$ cat src/rtl/cash_dispense_ctrl.sv
// Note-dispenser sequencer: plans a 500/100 mix against cassette stock, then fires notes one at a time.
// Optional audit counters (total_dispensed, txn_count) are built only when DISP_AUDIT_EN is defined.
module cash_dispense_ctrl #(
   parameter int B_WIDTH     = 20,
   parameter int N_WIDTH     = 10,
   parameter int ACK_TIMEOUT = 1000
) (
   input  logic               clk,
   input  logic               rst,
   input  logic               req,
   input  logic [B_WIDTH-1:0] amount,
   input  logic               refill,
   input  logic [N_WIDTH-1:0] refill_n500,
   input  logic [N_WIDTH-1:0] refill_n100,
   input  logic               note_ack,
   input  logic               note_fault,
   output logic               note_fire,
   output logic               note_sel,
   output logic               busy,
   output logic               done,
   output logic               error,
   output logic [1:0]         err_code,
   output logic [N_WIDTH-1:0] n500_left,
   output logic [N_WIDTH-1:0] n100_left,
   output logic [B_WIDTH-1:0] dispensed_value
`ifdef DISP_AUDIT_EN
   ,
   output logic [31:0]        total_dispensed,
   output logic [15:0]        txn_count
`endif
);

   localparam int T_WIDTH = $clog2(ACK_TIMEOUT + 1);
   localparam logic [B_WIDTH-1:0] VAL_500  = B_WIDTH'(500);
   localparam logic [B_WIDTH-1:0] VAL_100  = B_WIDTH'(100);
   localparam logic [T_WIDTH-1:0] TMO_LAST = T_WIDTH'(ACK_TIMEOUT - 1);
   localparam logic [1:0] EC_NONE   = 2'd0;
   localparam logic [1:0] EC_AMOUNT = 2'd1;
   localparam logic [1:0] EC_NOTES  = 2'd2;
   localparam logic [1:0] EC_JAM    = 2'd3;

   typedef enum logic [2:0] {S_IDLE, S_PLAN, S_FIRE, S_GAP, S_DONE, S_ERR} state_t;

   state_t             state, state_nx;
   logic [B_WIDTH-1:0] rem, rem_nx;
   logic [N_WIDTH-1:0] p500, p500_nx;
   logic [N_WIDTH-1:0] p100, p100_nx;
   logic [N_WIDTH-1:0] n500_nx, n100_nx;
   logic [B_WIDTH-1:0] dv_nx;
   logic [1:0]         ec_nx;
   logic [T_WIDTH-1:0] tmo_cnt, tmo_nx;
   logic [B_WIDTH-1:0] add_val;

   always_comb begin
      state_nx = state;
      rem_nx   = rem;
      p500_nx  = p500;
      p100_nx  = p100;
      n500_nx  = n500_left;
      n100_nx  = n100_left;
      dv_nx    = dispensed_value;
      ec_nx    = err_code;
      tmo_nx   = tmo_cnt;
      add_val  = '0;
      unique case (state)
         S_IDLE: begin
            // refill has priority; a coincident req is simply dropped
            if (refill) begin
               n500_nx = refill_n500;
               n100_nx = refill_n100;
            end else if (req) begin
               if (amount == '0) begin
                  state_nx = S_ERR;
                  ec_nx    = EC_AMOUNT;
               end else begin
                  state_nx = S_PLAN;
                  rem_nx   = amount;
                  p500_nx  = '0;
                  p100_nx  = '0;
                  dv_nx    = '0;
                  ec_nx    = EC_NONE;
               end
            end
         end
         S_PLAN: begin
            if (rem >= VAL_500 && p500 < n500_left) begin
               rem_nx  = rem - VAL_500;
               p500_nx = p500 + N_WIDTH'(1);
            end else if (rem >= VAL_100 && p100 < n100_left) begin
               rem_nx  = rem - VAL_100;
               p100_nx = p100 + N_WIDTH'(1);
            end else if (rem == '0) begin
               state_nx = S_FIRE;
               tmo_nx   = '0;
            end else if (rem < VAL_100) begin
               state_nx = S_ERR;
               ec_nx    = EC_AMOUNT;
            end else begin
               state_nx = S_ERR;
               ec_nx    = EC_NOTES;
            end
         end
         S_FIRE: begin
            // a fault in the same cycle as an ack voids that note
            if (note_fault) begin
               state_nx = S_ERR;
               ec_nx    = EC_JAM;
            end else if (note_ack) begin
               state_nx = S_GAP;
               if (p500 != '0) begin
                  p500_nx = p500 - N_WIDTH'(1);
                  n500_nx = n500_left - N_WIDTH'(1);
                  add_val = VAL_500;
               end else begin
                  p100_nx = p100 - N_WIDTH'(1);
                  n100_nx = n100_left - N_WIDTH'(1);
                  add_val = VAL_100;
               end
               dv_nx = dispensed_value + add_val;
            end else if (tmo_cnt == TMO_LAST) begin
               state_nx = S_ERR;
               ec_nx    = EC_JAM;
            end else begin
               tmo_nx = tmo_cnt + T_WIDTH'(1);
            end
         end
         S_GAP: begin
            if (p500 != '0 || p100 != '0) begin
               state_nx = S_FIRE;
               tmo_nx   = '0;
            end else begin
               state_nx = S_DONE;
            end
         end
         S_DONE:  state_nx = S_IDLE;
         S_ERR:   state_nx = S_IDLE;
         default: state_nx = S_IDLE;
      endcase
   end

   // Outputs are registered from the next-state decode so they align with the state register
   always_ff @(posedge clk or negedge rst) begin
      if (!rst) begin
         state           <= S_IDLE;
         rem             <= '0;
         p500            <= '0;
         p100            <= '0;
         n500_left       <= '0;
         n100_left       <= '0;
         dispensed_value <= '0;
         err_code        <= EC_NONE;
         tmo_cnt         <= '0;
         note_fire       <= 1'b0;
         note_sel        <= 1'b0;
         busy            <= 1'b0;
         done            <= 1'b0;
         error           <= 1'b0;
      end else begin
         state           <= state_nx;
         rem             <= rem_nx;
         p500            <= p500_nx;
         p100            <= p100_nx;
         n500_left       <= n500_nx;
         n100_left       <= n100_nx;
         dispensed_value <= dv_nx;
         err_code        <= ec_nx;
         tmo_cnt         <= tmo_nx;
         note_fire       <= (state_nx == S_FIRE);
         note_sel        <= (state_nx == S_FIRE) && (p500_nx != '0);
         busy            <= (state_nx != S_IDLE);
         done            <= (state_nx == S_DONE);
         error           <= (state_nx == S_ERR);
      end
   end

`ifdef DISP_AUDIT_EN
   always_ff @(posedge clk or negedge rst) begin
      if (!rst) begin
         total_dispensed <= '0;
         txn_count       <= '0;
      end else begin
         total_dispensed <= total_dispensed + 32'(add_val);
         if (state == S_DONE) begin
            txn_count <= txn_count + 16'd1;
         end
      end
   end
`endif

endmodule
$ cat config.mk
export PLATFORM = sky130hd
export DESIGN_NAME = cash_dispense_ctrl
export DESIGN_NICKNAME = d
export VERILOG_FILES = /design/src/rtl/cash_dispense_ctrl.sv
export SDC_FILE = /design/constraint.sdc
export NUM_CORES = 1
export LEC_CHECK = 0
export ABC_AREA = 1
export CORE_ASPECT_RATIO = 1.75
export CORE_MARGIN = 3
export CORE_UTILIZATION = 50
export DETAILED_ROUTE_END_ITERATION = 16
export GPL_TIMING_DRIVEN = 0
export PLACE_DENSITY = 0.73
export SKIP_CTS_REPAIR_TIMING = 1
export SKIP_LAST_GASP = 1
export SYNTH_ARGS = -nofsm -noshare
export SYNTH_HDL_FRONTEND = slang
export SYNTH_SLANG_ARGS = --single-unit
$ cat constraint.sdc
create_clock -name clk -period 6.4 [get_ports clk]
set_input_delay 1.28 -clock clk [delete_from_list [all_inputs] [get_ports clk]]
set_output_delay 1.28 -clock clk [all_outputs]
set_load 0.005 [all_outputs]
# ---- Yosys cells after proc, flatten, opt, wreduce, memory -nomap -nowiden
# Cells that the tools add are included.
dict set report word_totals {
  input_bits 46
  word_cells 150
  output_inout_bits 47
  regBits 100
}
dict set report op_classes {
  add_sub_neg 10
  n_eq_ne 26
  reduce_logical 22
  order_cmp 5
  mux 73
}
# cell count
set op_table {}
lappend op_table {{10-bit two-way mux} 30}
lappend op_table {{20-bit two-way mux} 13}
lappend op_table {{10-bit one-hot mux with 3 select lines} 3}
lappend op_table {{20-bit one-hot mux with 2 select lines} 2}
lappend op_table {{20-bit logical NOT} 2}
lappend op_table {{10-bit one-hot mux with 2 select lines} 2}
lappend op_table {{10-bit by 1-bit subtractor with 10-bit output (second input constant)} 4}
lappend op_table {{2-bit != test (second input constant)} 16}
lappend op_table {{10-bit by 1-bit adder with 10-bit output (second input constant)} 3}
lappend op_table {{3-bit two-way mux} 10}
lappend op_table {{10-bit nonzero test} 3}
lappend op_table {{20-bit adder} 1}
lappend op_table {{20-bit by 7-bit greater-or-equal comparator with 1-bit output (second input constant)} 1}
lappend op_table {{20-bit by 9-bit greater-or-equal comparator with 1-bit output (second input constant)} 1}
lappend op_table {{10-bit < comparator} 2}
lappend op_table {{20-bit by 7-bit < comparator with 1-bit output (second input constant)} 1}
lappend op_table {{20-bit by 7-bit subtractor with 20-bit output (second input constant)} 1}
lappend op_table {{20-bit by 9-bit subtractor with 20-bit output (second input constant)} 1}
lappend op_table {{2-bit two-way mux} 9}
lappend op_table {{8-bit AND reduction} 2}
lappend op_table {{5-bit AND reduction} 3}
lappend op_table {{3-bit one-hot mux with 4 select lines} 1}
lappend op_table {{10-bit == test (second input constant)} 1}
lappend op_table {{3-bit by 2-bit == test with 1-bit output (second input constant)} 3}
lappend op_table {{13 further kinds} 21}

# ---- Logic depth before layout (Yosys ltp)
dict set report depth {
  depth_word 9
  mapped_depth 19
}

# ---- Least setup slack after synthesis
# OpenSTA, ideal clock, no wires.
dict set report synth_timing {
  path_kind {register -> register}
  start {register state[2]}
  end {register p100[8]}
  setup_slack_ns 3.703
  setup_ns 0.117
  synth_period_minus_slack_ns 2.697
  path_stages_with_launch 17
  required_ns 6.283
  arrival_time_ns 2.580
  cell_sequence {dfrtp_1 > nor2_1 > inv_2 > nor2_4 > buf_2 > buf_2 > buf_2 > ha_1 > nand2_1 > inv_1 > o21ai_0 > nand2_1 > nand2_1 > o211ai_1 > or2_2 > nand3_1 > nand2_1}
}
dict set report synth_between {
  elab_chain_cells 3
  word_cells_on_any_way 14
  cone_classes {eq/ne: 10; mux: 1; reduce/logical: 3}
}
# item line
set synth_rtl {}
lappend synth_rtl {{start: declaration} 44} ;# state_t state, state_nx;
lappend synth_rtl {{start signal: assignment} 159} ;# state <= state_nx;
lappend synth_rtl {{3-bit by 1-bit == test with 1-bit output, or another cell as far along} 65} ;# unique case (state)
lappend synth_rtl {{2-bit != test (no line) or 3-bit nonzero test (tied branches)} --}
lappend synth_rtl {{9-bit AND reduction (no line)} --}
lappend synth_rtl {{end signal: assignment} 162} ;# p100 <= p100_nx;
lappend synth_rtl {{end: declaration} 47} ;# logic [N_WIDTH-1:0] p100, p100_nx;
# Parallel ways exist; a longest one is shown, timed or not.
# A chain may end at the register's enable or synchronous reset.

# ---- Worst setup path after layout
dict set report layout_timing {
  start {input port amount[8]}
  end {register note_sel}
}
dict set report layout_between {
  elab_chain_cells 7
  word_cells_on_any_way 12
  cone_classes {eq/ne: 1; mux: 8; reduce/logical: 3}
}
# item line
set layout_rtl {}
lappend layout_rtl {{start: declaration} 11} ;# input logic [B_WIDTH-1:0] amount,
lappend layout_rtl {{20-bit logical NOT} 72} ;# if (amount == '0) begin
lappend layout_rtl {{10-bit two-way mux} 72}
lappend layout_rtl {{10-bit two-way mux} 71} ;# end else if (req) begin
lappend layout_rtl {{10-bit two-way mux} 68} ;# if (refill) begin
lappend layout_rtl {{10-bit one-hot mux with 3 select lines} 65}
lappend layout_rtl {{net p500_nx[7]} 46} ;# logic [N_WIDTH-1:0] p500, p500_nx;
lappend layout_rtl {{10-bit nonzero test} 169} ;# note_sel <= (state_nx == S_FIRE) && (p500_nx != '0);
lappend layout_rtl {{1-bit logical AND} 169}
lappend layout_rtl {{end signal: assignment} 169}
lappend layout_rtl {{end: declaration} 18} ;# output logic note_sel,
# The timed path passes the listed nets, and every way through them passes these cells.

==> flow_summary_export.csv <==
group,metric,value,unit
status,status,"finished, final reports clean",
grt,gr-total-overflow,0,
placement,gp_congestion,0.994,
clock_tree,cts-root-buf,"clkbuf_16",
setup_path,critPathCaptureType,"flip-flop",
power_and_ir_drop,seqPwrFrac,25.7,%
clock_tree,clkTransAtPathRegs,0.08,ns
setup_path,cpMostUsedCell,"nor2_1",
power_and_ir_drop,vdd_drop_max,0.225,mV
floorplanning,start_util,51.7,%
setup_path,cpPeakStageDelay,0.60,ns
clock_tree,htree_levels,3,
clock_tree,cts_buffer_depth,2,
drt,drt-pass1-iter-count,5,
clock_tree,clkLatencyLatePin,0.36,ns
job,cap_viol_max_count,0,
yosys,synthArstFlopShare,100,%
clock_tree,cts_tree,"yes",
clock_tree,clock_sink_count,98,
grt,grt_max_degree,70,
setup_path,timing.rr.end,"p100[8]",
power_and_ir_drop,power_leakage,4.36,nW
worst_hold_path,hold_start,"dispensed_value[19]",
sta,hold_slack,0.480,ns
setup_path,cp_cell_sequence,"clkdlybuf4s50_1 -> nor2_1 -> nand2_1 -> nor2_1 -> nand3_1 -> a21oi_1 -> nand2_1 -> o21ai_0 -> inv_1 -> nand3_1 -> nor2_1 -> nand3_1 -> nor2_1 -> nor2_1",
sta,worst_slew_pin_slew,0.703,ns
floorplanning,core,14600,um2
power_and_ir_drop,p_sw,2.01,mW
final_layout,final_layout_size_suffix_gt1_share,9.29,%
clock_tree,numCtsBuffers,9,
setup_path,critPathKind,"in2reg",
grt,gr-usage-all-layers,26.9,%
yosys,synthDistinctLibCells,56,
floorplanning,die_w,98.8,um
final_layout,area_growth,19.3,%
setup_path,path_depth,14,
sta,fin_crit_sh,56.2,%
final_layout,antenna_cells,0,
floorplanning,die_y,168,um
drt,viasPerCell,5.53,
yosys,synth_cells,1097,
setup_path,cp.required,6.68,ns
setup_path,regToRegSetupSlack,3.00,ns
yosys,yosys.area.top_type,"dfrtp_1",
worst_hold_path,hold_depth,1,
yosys,synth.cells.most_frequent,"nand2_1, nor2_1, inv_1",
power_and_ir_drop,p_int,2.01,mW
sta,rsz0062_at_grt,"false",
worst_hold_path,hold_end,"dispensed_value[19]",
floorplanning,num_rows,58,
placement,dp_hpwl,17200,um
power_and_ir_drop,netSwitchingFraction,50.0,%
yosys,syn-cell-area,7540,um2
yosys,syn_area_per_cell,6.87,um2
drt,drt_iter0_drc,499,
sta,drv_slew,0,
drt,antenna_left,0,
grt,grt_pass1_vias,7715,
setup_path,crit_path_start_kind,"input port",
sta,finalCriticalPeriod,3.59,ns
floorplanning,pin_count,93,
sta,slew_headroom,53.1,%
placement,portBuffers,90,
setup_path,crit_slowest_cell,"a21oi_1",
worst_hold_path,hp-class,"reg2reg",
setup_path,r2r_cells,16,
drt,post_drt_wl_per_cell,15.9,um
setup_path,path_delay_family,"simple AND/OR/NAND/NOR gates",
yosys,ys.flop_type,"dfrtp_1",
final_layout,nets,1285,
setup_path,crit_arrival,3.87,ns
floorplanning,dieArea,16600,um2
sta,max_clock_freq,0.278,GHz
yosys,synth_top_area_share,32.5,%
power_and_ir_drop,power_density,448,nW/um2
yosys,yosysSeqAreaShare,32.5,%
yosys,synth-seq-cells,98,
grt,grt_pass1_wl,36200,um
yosys,synthMostInstantiatedCell,"nand2_1",
setup_path,crit_buf_inv,2,
sta,tns,0,ns
drt,vias,7658,
yosys,yosys_warnings,0,
power_and_ir_drop,power_frac_comb,60.2,%
grt,antenna_found_initial,0,
setup_path,timing.rr.start,"state[2]",
yosys,synth_edf_count,0,
sta,clock_skew,0.0108,ns
drt,drc_errors,0,
power_and_ir_drop,clockPowerShare,14.1,%
drt,routed_wl,22000,um
sta,setup_viol,0,
setup_path,critical_path.max_fanout,6,
sta,hold_viol,0,
yosys,synthTopCellsByArea,"dfrtp_1, nand2_1, ha_1",
==> sequential cells by signal, summed over array words and instances (netlist names), 3 cells and up <==
register,cells
dispensed_value,18
tmo_cnt,10
rem,20
p100,10
n500_left,10
state,3
n100_left,10
p500,10
==> area by class of cell <==
| cell class | count | area, um2 |
|---|---|---|
| inverters | 142 | 536 |
| clock inverters | 7 | 76.3 |
| clock buffers | 9 | 225 |
| well taps | 180 | 225 |
| plain buffers | 30 | 194 |
| fillers | 1381 | 5590 |
| flip-flops and latches | 98 | 2450 |
| multi-input cells | 828 | 4360 |
| repair buffers | 91 | 926 |
==> layout by cell type, fill, tap and decap left out, types with 9 or more instances in the layout <==
cell type        netlist  final
a21oi_1               69     69
buf_2                 11     11
clkbuf_16              0      9
clkdlybuf4s50_1        0     89
dfrtp_1               98     98
ha_1                  38     38
inv_1                116    116
inv_2                 25     25
nand2_1              273    273
nand2_2                9      9
nand3_1               87     87
nand4_1               10     10
nor2_1               117    117
nor2_2                15     15
nor3_1                20     20
o211ai_1              12     12
o21ai_0               52     52
o21ai_1               27     27
o22ai_1                9      9
xor2_1                26     26
==> cells by family (layout without fill, tap and decap cells) <==
logic type	count (synthesis)	in the layout	share of synthesized area, %
AO/OA/AOI/OAI	199	199	15.2
XOR/XNOR	28	28	3.25
adder cells (fa/ha/maj)	39	39	6.57
buffers and inverters	172	279	9.68
flip-flops	98	98	32.5
multiplexers	1	1	0.149
other	1	2	0.0497
AND/OR/NAND/NOR	559	559	32.6
==> power groups by stage <==
stage | registers [mW] | clock network [mW] | logic (mW)
after global routing | 1.06 | 0.597 | 2.74
after floorplan | 0.995 | 0 | 1.67
after global placement | 1.04 | 0 | 2.36
final | 1.04 | 0.567 | 2.42
after detailed placement | 1.04 | 0 | 2.40
after CTS | 1.03 | 0.578 | 2.42
==> per-layer routing <==
layer  part of all wire (%)  global-route usage [%]  up-vias
met1                     37                    28.4     3564
met4                    5.4                    15.3        0
met5                      0                       0        -
met2                     53                    49.9      210
li1                       -                       -     3810
met3                    3.9                    3.44       74
==> stage by stage <==
step	util [%]	instance area, um2	power, mW	cells	setup WS, ns
4_1_cts	61.7	8990	4.03	1385	2.96
6_report	61.7	8990	4.03	1385	2.81
2_1_floorplan	-	7540	2.67	1098	3.70
3_5_place_dp	59.6	8690	3.45	1369	2.59
5_1_grt	61.7	8990	4.39	1385	2.66
3_3_place_gp	59.4	8670	3.40	1368	0.0986
==> worst max-delay path by stage <==
stage               startpoint             endpoint
finish               amount[8]             note_sel
global placement           rst  dispensed_value[19]
global route         amount[8]             note_sel
floorplan             state[2]              p100[8]
detailed placement   amount[8]             note_sel
CTS                  amount[8]             note_sel
(Power assumes the default switching activity.)
